==> src/rtl/tp_fu_sequencer_if.sv <==
// Bus between the TP-FU sequencer and its host: program load, run control,
// and the instruction stream/status toward the FU.
interface tp_fu_sequencer_if #(
    parameter int INST_WIDTH     = 24,
    parameter int IMEM_ADDR_BITS = 6,
    parameter int ITER_BITS      = 16
);
    logic                      ld_en;
    logic [IMEM_ADDR_BITS-1:0] ld_addr;
    logic [INST_WIDTH-1:0]     ld_data;
    logic                      start;
    logic [IMEM_ADDR_BITS-1:0] prog_len;
    logic [ITER_BITS-1:0]      iter_count;
    logic                      abort;
    logic [INST_WIDTH-1:0]     inst;
    logic                      busy;
    logic                      done;
    logic [IMEM_ADDR_BITS-1:0] pc;

    modport master (
        output ld_en, ld_addr, ld_data, start, prog_len, iter_count, abort,
        input  inst, busy, done, pc
    );

    modport slave (
        input  ld_en, ld_addr, ld_data, start, prog_len, iter_count, abort,
        output inst, busy, done, pc
    );
endinterface

==> src/rtl/tp_fu_sequencer.sv <==
// Instruction sequencer feeding the TP-FU: loops a stored program, drains writeback, pulses done.
// Optional RAW-hazard stall scoreboard enabled by macro TP_SEQ_HAZARD_STALL_EN.
//
// state   | meaning
// --------+-----------------------------------------------------------
// S_IDLE  | bus idle (NOP), program load allowed, waiting for start
// S_RUN   | issuing imem[pc] each cycle, looping until last iteration
// S_DRAIN | NOPs while FU writeback settles, then done pulse
module tp_fu_sequencer #(
    parameter int INST_WIDTH     = 24,
    parameter int IMEM_ADDR_BITS = 6,
    parameter int ITER_BITS      = 16,
    parameter int WB_LATENCY     = 3
) (
    input  logic              clk_i,
    input  logic              rst_i,
    tp_fu_sequencer_if.slave  bus_if
);

    localparam int IMEM_DEPTH = 2 ** IMEM_ADDR_BITS;
    localparam int DRAIN_BITS = $clog2(WB_LATENCY + 1);

    typedef enum logic [1:0] {
        S_IDLE,
        S_RUN,
        S_DRAIN
    } state_t;

    state_t                    state_q, state_d;
    logic [INST_WIDTH-1:0]     inst_q, inst_d;
    logic [IMEM_ADDR_BITS-1:0] pc_q, pc_d;
    logic [IMEM_ADDR_BITS-1:0] len_q, len_d;
    logic [ITER_BITS-1:0]      iter_q, iter_d;
    logic [ITER_BITS-1:0]      tgt_q, tgt_d;
    logic [DRAIN_BITS-1:0]     drain_q, drain_d;
    logic                      done_q, done_d;

    logic [INST_WIDTH-1:0]     imem_q [IMEM_DEPTH];
    logic [INST_WIDTH-1:0]     imem_rd;
    logic                      hazard;

    // No reset on the program store so a reset mid-run keeps the loaded program.
    always_ff @(posedge clk_i) begin
        if (bus_if.ld_en && state_q == S_IDLE) begin
            imem_q[bus_if.ld_addr] <= bus_if.ld_data;
        end
    end

    assign imem_rd = imem_q[pc_q];

`ifdef TP_SEQ_HAZARD_STALL_EN
    logic [WB_LATENCY-1:0]      sb_vld_q, sb_vld_d;
    logic [WB_LATENCY-1:0][5:0] sb_dst_q, sb_dst_d;
    logic [5:0]                 src1, src2;
    logic                       src2_used;
    logic                       issue_vld;

    assign src1      = imem_rd[11:6];
    assign src2      = imem_rd[5:0];
    assign src2_used = ~imem_rd[20];
    assign issue_vld = (state_q == S_RUN) && !bus_if.abort && !hazard && (imem_rd != '0);

    always_comb begin
        hazard = 1'b0;
        for (int i = 0; i < WB_LATENCY; i++) begin
            if (sb_vld_q[i] && src1 != 6'd0 && sb_dst_q[i] == src1) hazard = 1'b1;
            if (sb_vld_q[i] && src2_used && src2 != 6'd0 && sb_dst_q[i] == src2) hazard = 1'b1;
        end
    end

    // Entries age every cycle; a stall or NOP shifts in an invalid slot.
    always_comb begin
        sb_vld_d    = '0;
        sb_dst_d    = '0;
        sb_vld_d[0] = issue_vld;
        sb_dst_d[0] = imem_rd[17:12];
        for (int i = 1; i < WB_LATENCY; i++) begin
            sb_vld_d[i] = sb_vld_q[i-1];
            sb_dst_d[i] = sb_dst_q[i-1];
        end
    end

    always_ff @(posedge clk_i or posedge rst_i) begin
        if (rst_i) begin
            sb_vld_q <= '0;
            sb_dst_q <= '0;
        end else begin
            sb_vld_q <= sb_vld_d;
            sb_dst_q <= sb_dst_d;
        end
    end
`else
    assign hazard = 1'b0;
`endif

    always_comb begin
        state_d = state_q;
        inst_d  = '0;
        pc_d    = pc_q;
        len_d   = len_q;
        iter_d  = iter_q;
        tgt_d   = tgt_q;
        drain_d = drain_q;
        done_d  = 1'b0;

        unique case (state_q)
            S_IDLE: begin
                if (bus_if.start) begin
                    len_d   = bus_if.prog_len;
                    tgt_d   = (bus_if.iter_count == '0) ? ITER_BITS'(1) : bus_if.iter_count;
                    pc_d    = '0;
                    iter_d  = '0;
                    state_d = S_RUN;
                end
            end
            S_RUN: begin
                if (bus_if.abort) begin
                    state_d = S_DRAIN;
                    drain_d = DRAIN_BITS'(WB_LATENCY);
                end else if (!hazard) begin
                    inst_d = imem_rd;
                    if (pc_q == len_q) begin
                        pc_d   = '0;
                        iter_d = iter_q + ITER_BITS'(1);
                        // tgt_q is at least 1, so the subtraction cannot underflow.
                        if (iter_q == tgt_q - ITER_BITS'(1)) begin
                            state_d = S_DRAIN;
                            drain_d = DRAIN_BITS'(WB_LATENCY);
                        end
                    end else begin
                        pc_d = pc_q + IMEM_ADDR_BITS'(1);
                    end
                end
            end
            S_DRAIN: begin
                if (drain_q == '0) begin
                    state_d = S_IDLE;
                    done_d  = 1'b1;
                end else begin
                    drain_d = drain_q - DRAIN_BITS'(1);
                end
            end
            default: state_d = S_IDLE;
        endcase
    end

    always_ff @(posedge clk_i or posedge rst_i) begin
        if (rst_i) begin
            state_q <= S_IDLE;
            inst_q  <= '0;
            pc_q    <= '0;
            len_q   <= '0;
            iter_q  <= '0;
            tgt_q   <= '0;
            drain_q <= '0;
            done_q  <= 1'b0;
        end else begin
            state_q <= state_d;
            inst_q  <= inst_d;
            pc_q    <= pc_d;
            len_q   <= len_d;
            iter_q  <= iter_d;
            tgt_q   <= tgt_d;
            drain_q <= drain_d;
            done_q  <= done_d;
        end
    end

    assign bus_if.inst = inst_q;
    assign bus_if.busy = (state_q != S_IDLE);
    assign bus_if.done = done_q;
    assign bus_if.pc   = pc_q;

endmodule

==> src/flat_wrapper.sv <==
// flat-port wrapper written by rule: the top's interface ports become plain ports
module tp_fu_sequencer_flat 
#(
    parameter int INST_WIDTH     = 24,
    parameter int IMEM_ADDR_BITS = 6,
    parameter int ITER_BITS      = 16,
    parameter int WB_LATENCY     = 3
)
  (clk_i, rst_i, bus_if_ld_en, bus_if_ld_addr, bus_if_ld_data, bus_if_start, bus_if_prog_len, bus_if_iter_count, bus_if_abort, bus_if_inst, bus_if_busy, bus_if_done, bus_if_pc);
  tp_fu_sequencer_if #(.INST_WIDTH(INST_WIDTH), .IMEM_ADDR_BITS(IMEM_ADDR_BITS), .ITER_BITS(ITER_BITS)) bus_if_i ();
  input  logic clk_i;
  input  logic rst_i;
  input wire logic [$bits(bus_if_i.ld_en)-1:0] bus_if_ld_en;
  input wire logic [$bits(bus_if_i.ld_addr)-1:0] bus_if_ld_addr;
  input wire logic [$bits(bus_if_i.ld_data)-1:0] bus_if_ld_data;
  input wire logic [$bits(bus_if_i.start)-1:0] bus_if_start;
  input wire logic [$bits(bus_if_i.prog_len)-1:0] bus_if_prog_len;
  input wire logic [$bits(bus_if_i.iter_count)-1:0] bus_if_iter_count;
  input wire logic [$bits(bus_if_i.abort)-1:0] bus_if_abort;
  output wire logic [$bits(bus_if_i.inst)-1:0] bus_if_inst;
  output wire logic [$bits(bus_if_i.busy)-1:0] bus_if_busy;
  output wire logic [$bits(bus_if_i.done)-1:0] bus_if_done;
  output wire logic [$bits(bus_if_i.pc)-1:0] bus_if_pc;
  assign bus_if_i.ld_en = bus_if_ld_en;
  assign bus_if_i.ld_addr = bus_if_ld_addr;
  assign bus_if_i.ld_data = bus_if_ld_data;
  assign bus_if_i.start = bus_if_start;
  assign bus_if_i.prog_len = bus_if_prog_len;
  assign bus_if_i.iter_count = bus_if_iter_count;
  assign bus_if_i.abort = bus_if_abort;
  assign bus_if_inst = bus_if_i.inst;
  assign bus_if_busy = bus_if_i.busy;
  assign bus_if_done = bus_if_i.done;
  assign bus_if_pc = bus_if_i.pc;
  tp_fu_sequencer #(.INST_WIDTH(INST_WIDTH), .IMEM_ADDR_BITS(IMEM_ADDR_BITS), .ITER_BITS(ITER_BITS), .WB_LATENCY(WB_LATENCY)) u_core (.clk_i(clk_i), .rst_i(rst_i), .bus_if(bus_if_i));
endmodule
==> config.mk <==
export PLATFORM = sky130hd
export DESIGN_NAME = tp_fu_sequencer_flat
export DESIGN_NICKNAME = d
export VERILOG_FILES = /design/src/rtl/tp_fu_sequencer_if.sv /design/src/rtl/tp_fu_sequencer.sv /design/src/flat_wrapper.sv
export SDC_FILE = /design/constraint.sdc
export NUM_CORES = 2
export LEC_CHECK = 0
export ABC_CLOCK_PERIOD_IN_PS = 3740
export CAP_MARGIN = 25
export CORE_MARGIN = 1
export CORE_UTILIZATION = 33
export DETAILED_ROUTE_END_ITERATION = 16
export DONT_BUFFER_PORTS = 1
export GPL_ROUTABILITY_DRIVEN = 0
export MAX_ROUTING_LAYER = met4
export PLACE_DENSITY = 0.48
export SLEW_MARGIN = 10
export SYNTH_ARGS = -nofsm -noshare
export SYNTH_HDL_FRONTEND = slang
export SYNTH_SLANG_ARGS = --single-unit
==> constraint.sdc <==
create_clock -name clk_i -period 3.74 [get_ports clk_i]
set_clock_uncertainty 0.05 [all_clocks]
set_input_delay 1.122 -clock clk_i [delete_from_list [all_inputs] [get_ports clk_i]]
set_output_delay 1.122 -clock clk_i [all_outputs]
set_load 0.02 [all_outputs]
==> results.sh <==
export IMPL_outcome="completed"
export IMPL_crit_buf_inv=3
export IMPL_crit_path_top_delay_cell="dfrtp_4"
export IMPL_design_area_mm2=0.0724
export IMPL_power_density_mw_per_mm2=629
export IMPL_fmax_mhz=292
export IMPL_drt_iter0_drc=3198
export IMPL_die_w_um=436
export IMPL_grt_pass1_wl_um=239000
export IMPL_core_area_mm2=0.186
export IMPL_clk_pin_slew_worst_paths_ns=0.06
export IMPL_grt_max_degree=89
export IMPL_tightest_slew_ns=0.999
export IMPL_ys_ff_latch=1609
export IMPL_io_pins=89
export IMPL_area_growth_pct=16.7
export IMPL_clock_sinks=1609
export IMPL_syn_nets=2759
export IMPL_vias_per_cell=5.29
export IMPL_die_area_mm2=0.190
export IMPL_synthFlopType="edfxtp_1"
export IMPL_nNetsFinal=2958
export IMPL_maxCapViolCount=0
export IMPL_cts_tree="built"
export IMPL_cp_max_fo=15
export IMPL_postRouteAntennaNets=0
export IMPL_reg2reg_depth=7
export IMPL_synth_area_per_cell_um2=23.0
export IMPL_synth_edff_count=1536
export IMPL_post_cts_resized=0
export IMPL_place_area_mm2=0.0669
export IMPL_syn_area_mm2=0.0620
export IMPL_rows=158
export IMPL_wl_per_cell_um=30.8
export IMPL_crit_path_end_kind="flip-flop"
export IMPL_seq_area_frac_synth=0.773
export IMPL_numCtsBuffers=169
export IMPL_setup_violations_final=0
export IMPL_final_common_cell="edfxtp_1"
export IMPL_drt_pass1_iter_count=6
export IMPL_synth_cells=2698
export IMPL_p_leak_nw=21.9
export IMPL_grt_pass1_vias=30700
export IMPL_grt_overflow=0
export IMPL_cts_htree_levels=4
export IMPL_cts_root_buf="clkbuf_16"
export IMPL_period_minus_slack_ns=3.42
export IMPL_io_buffer_count=0
export IMPL_max_clock_path_buffers=3
export IMPL_max_stage_delay_ns=0.71
export IMPL_maxSlewHeadroom=0.334
export IMPL_antenna_found_initial=7
export IMPL_drive_above_1_share=0.322
export IMPL_rsz0062_at_grt="no"
export IMPL_synthArstFlopShare=0.0454
export IMPL_die_h_um=436
export IMPL_vdd_drop_max_mv=0.497
export IMPL_layout_common_cells="edfxtp_1 (1,536), mux4_2 (457), clkbuf_16 (172), buf_4 (121), dfrtp_1 (68)"
export IMPL_hp_class="in -> async"
export IMPL_cp_required_ns=4.33
export IMPL_reg2reg_slack_ns=0.32
export IMPL_yosysUniqueCellTypes=53
export IMPL_drt_total_wl_um=170000
export IMPL_finalMaxSlewViolations=0
export IMPL_clk_latency_ns=0.82
export IMPL_r2r_start="u_core.bus_if.pc[0]"
export IMPL_cp_top_family="multiplexers"
export IMPL_crit_path_cell_trace="buf_12, buf_4, buf_4, mux4_2, mux4_2, mux2i_1, o21ai_0"
export IMPL_period_share=0.916
export IMPL_initial_core_util=0.333
export IMPL_post_cts_buffers=0
export IMPL_fin_tns_setup_ns=0
export IMPL_place_hpwl_um=92400
export IMPL_vias=29200
export IMPL_final_hold_viol_count=0
export IMPL_ys_warn_count=0
export IMPL_holdBufCountCts=0
export IMPL_crit_type="reg -> reg"
export IMPL_drc=0
export IMPL_grt_use_total=0.185
export IMPL_worstSetupStartpointType="flip-flop"
export IMPL_reg2reg_to="u_core.bus_if.inst[8]"
export IMPL_crit_arrival_ns=4.02
==> registers in the layout, indices dropped and copies added, names as in the netlist <==
signal,cells
u_core.drain_q,2
u_core.bus_if.done,1
u_core.len_q,6
u_core.imem_q,1536
u_core.tgt_q,16
u_core.bus_if.pc,6
u_core.iter_q,16
u_core.bus_if.inst,24
u_core.state_q,2
==> worst register-to-register path, stage by stage, from the launching register on <==
cell and delay (ns):
dfrtp_4 0.71, buf_12 0.27, buf_4 0.26, buf_4 0.24, mux4_2 0.53, mux4_2 0.46, mux2i_1 0.60, o21ai_0 0.16
==> metrics by stage <==
stage | setup slack [ns] | std cells | hold WS (ns) | power (mW) | util
6_report | 0.316 | 5522 | 0.152 | 45.6 | 0.389
5_1_grt | 0.171 | 5519 | 0.142 | 47.2 | 0.389
4_1_cts | 0.253 | 5517 | 0.0948 | 46.1 | 0.389
3_5_place_dp | 0.265 | 5206 | 0.467 | 29.4 | 0.360
3_3_place_gp | 0.273 | 5205 | 0.462 | 29.3 | 0.360
2_1_floorplan | 0.305 | 2698 | 0.451 | 26.8 | -
==> cells by family after synthesis <==
group | Yosys count | synth area share
xor+xnor | 38 | 0.00537
mux | 548 | 0.181
compound gates | 103 | 0.0105
flops | 1609 | 0.773
buf+inv | 146 | 0.00904
simple gates | 250 | 0.0199
fa+ha+maj | 4 | 0.000807
==> Yosys cell counts, types with 2 or more instances <==
library cell,count,area share
nand4b_1,2,0.00028
inv_1,8,0.00048
o21ai_0,15,0.0012
a311oi_1,3,0.00042
nor2_1,95,0.0057
nand3_1,14,0.0011
dfrtp_1,73,0.029
a221oi_1,4,0.00056
nor4_1,9,0.00091
or4_1,2,0.00024
a21oi_1,25,0.0020
clkbuf_1,78,0.0047
o22ai_1,22,0.0022
edfxtp_1,1536,0.74
xnor2_1,15,0.0021
or3b_2,3,0.00042
xor2_1,23,0.0032
a211oi_1,8,0.00097
ha_1,4,0.00081
buf_1,50,0.0030
and2_1,6,0.00061
and3_1,6,0.00061
buf_2,10,0.00081
o31ai_1,4,0.00048
or4_4,2,0.00036
nand2b_1,12,0.0012
nor2b_1,9,0.00091
mux4_2,457,0.17
o21bai_1,4,0.00048
mux2i_1,58,0.0094
mux2_2,33,0.0060
nand3b_1,4,0.00048
a31oi_1,8,0.00081
a21o_1,2,0.00024
nor3_1,10,0.00081
nand2_1,54,0.0033
nor3b_1,6,0.00073
nand4_1,8,0.00081
a41oi_1,2,0.00028
==> power breakdown <==
part	switching [mW]	internal, mW	total (mW)
combinational	3.98	4.39	8.37
clock	7.06	9.61	16.7
sequential	0.499	20.0	20.5
==> routing by layer <==
| layer | GRT usage | vias up | share of wire |
|---|---|---|---|
| li1 | - | 11900 | - |
| met1 | 0.237 | 16100 | 0.41 |
| met2 | 0.298 | 938 | 0.50 |
| met3 | 0.0384 | 249 | 0.063 |
| met4 | 0.0559 | 0 | 0.028 |
| met5 | - | - | 0 |
==> worst max-delay path by stage <==
stage | from | end | slack (ns) | depth (start not counted)
after floorplan | bus_if_ld_addr[3] | u_core.imem_q[10][0] | 0.30 | 4
after global placement | u_core.bus_if.pc[0] | u_core.bus_if.inst[17] | 0.27 | 5
after detailed placement | u_core.bus_if.pc[0] | u_core.bus_if.inst[18] | 0.26 | 7
after CTS | u_core.bus_if.pc[0] | u_core.bus_if.inst[18] | 0.25 | 7
after global routing | u_core.bus_if.pc[0] | u_core.bus_if.inst[18] | 0.17 | 7
final | u_core.bus_if.pc[0] | u_core.bus_if.inst[8] | 0.32 | 7
==> area by class of cell <==
cell class | instances | area (um^2)
Tap cell | 2480 | 3100
Timing Repair Buffer | 166 | 1810
Inverter | 8 | 32.5
Multi-Input combinational cell | 943 | 14000
Clock inverter | 103 | 1020
Antenna cell | 5 | 12.5
Fill cell | 16400 | 114000
Clock buffer | 208 | 4460
Sequential cell | 1609 | 48000
Power figures use the tool's default switching activity.
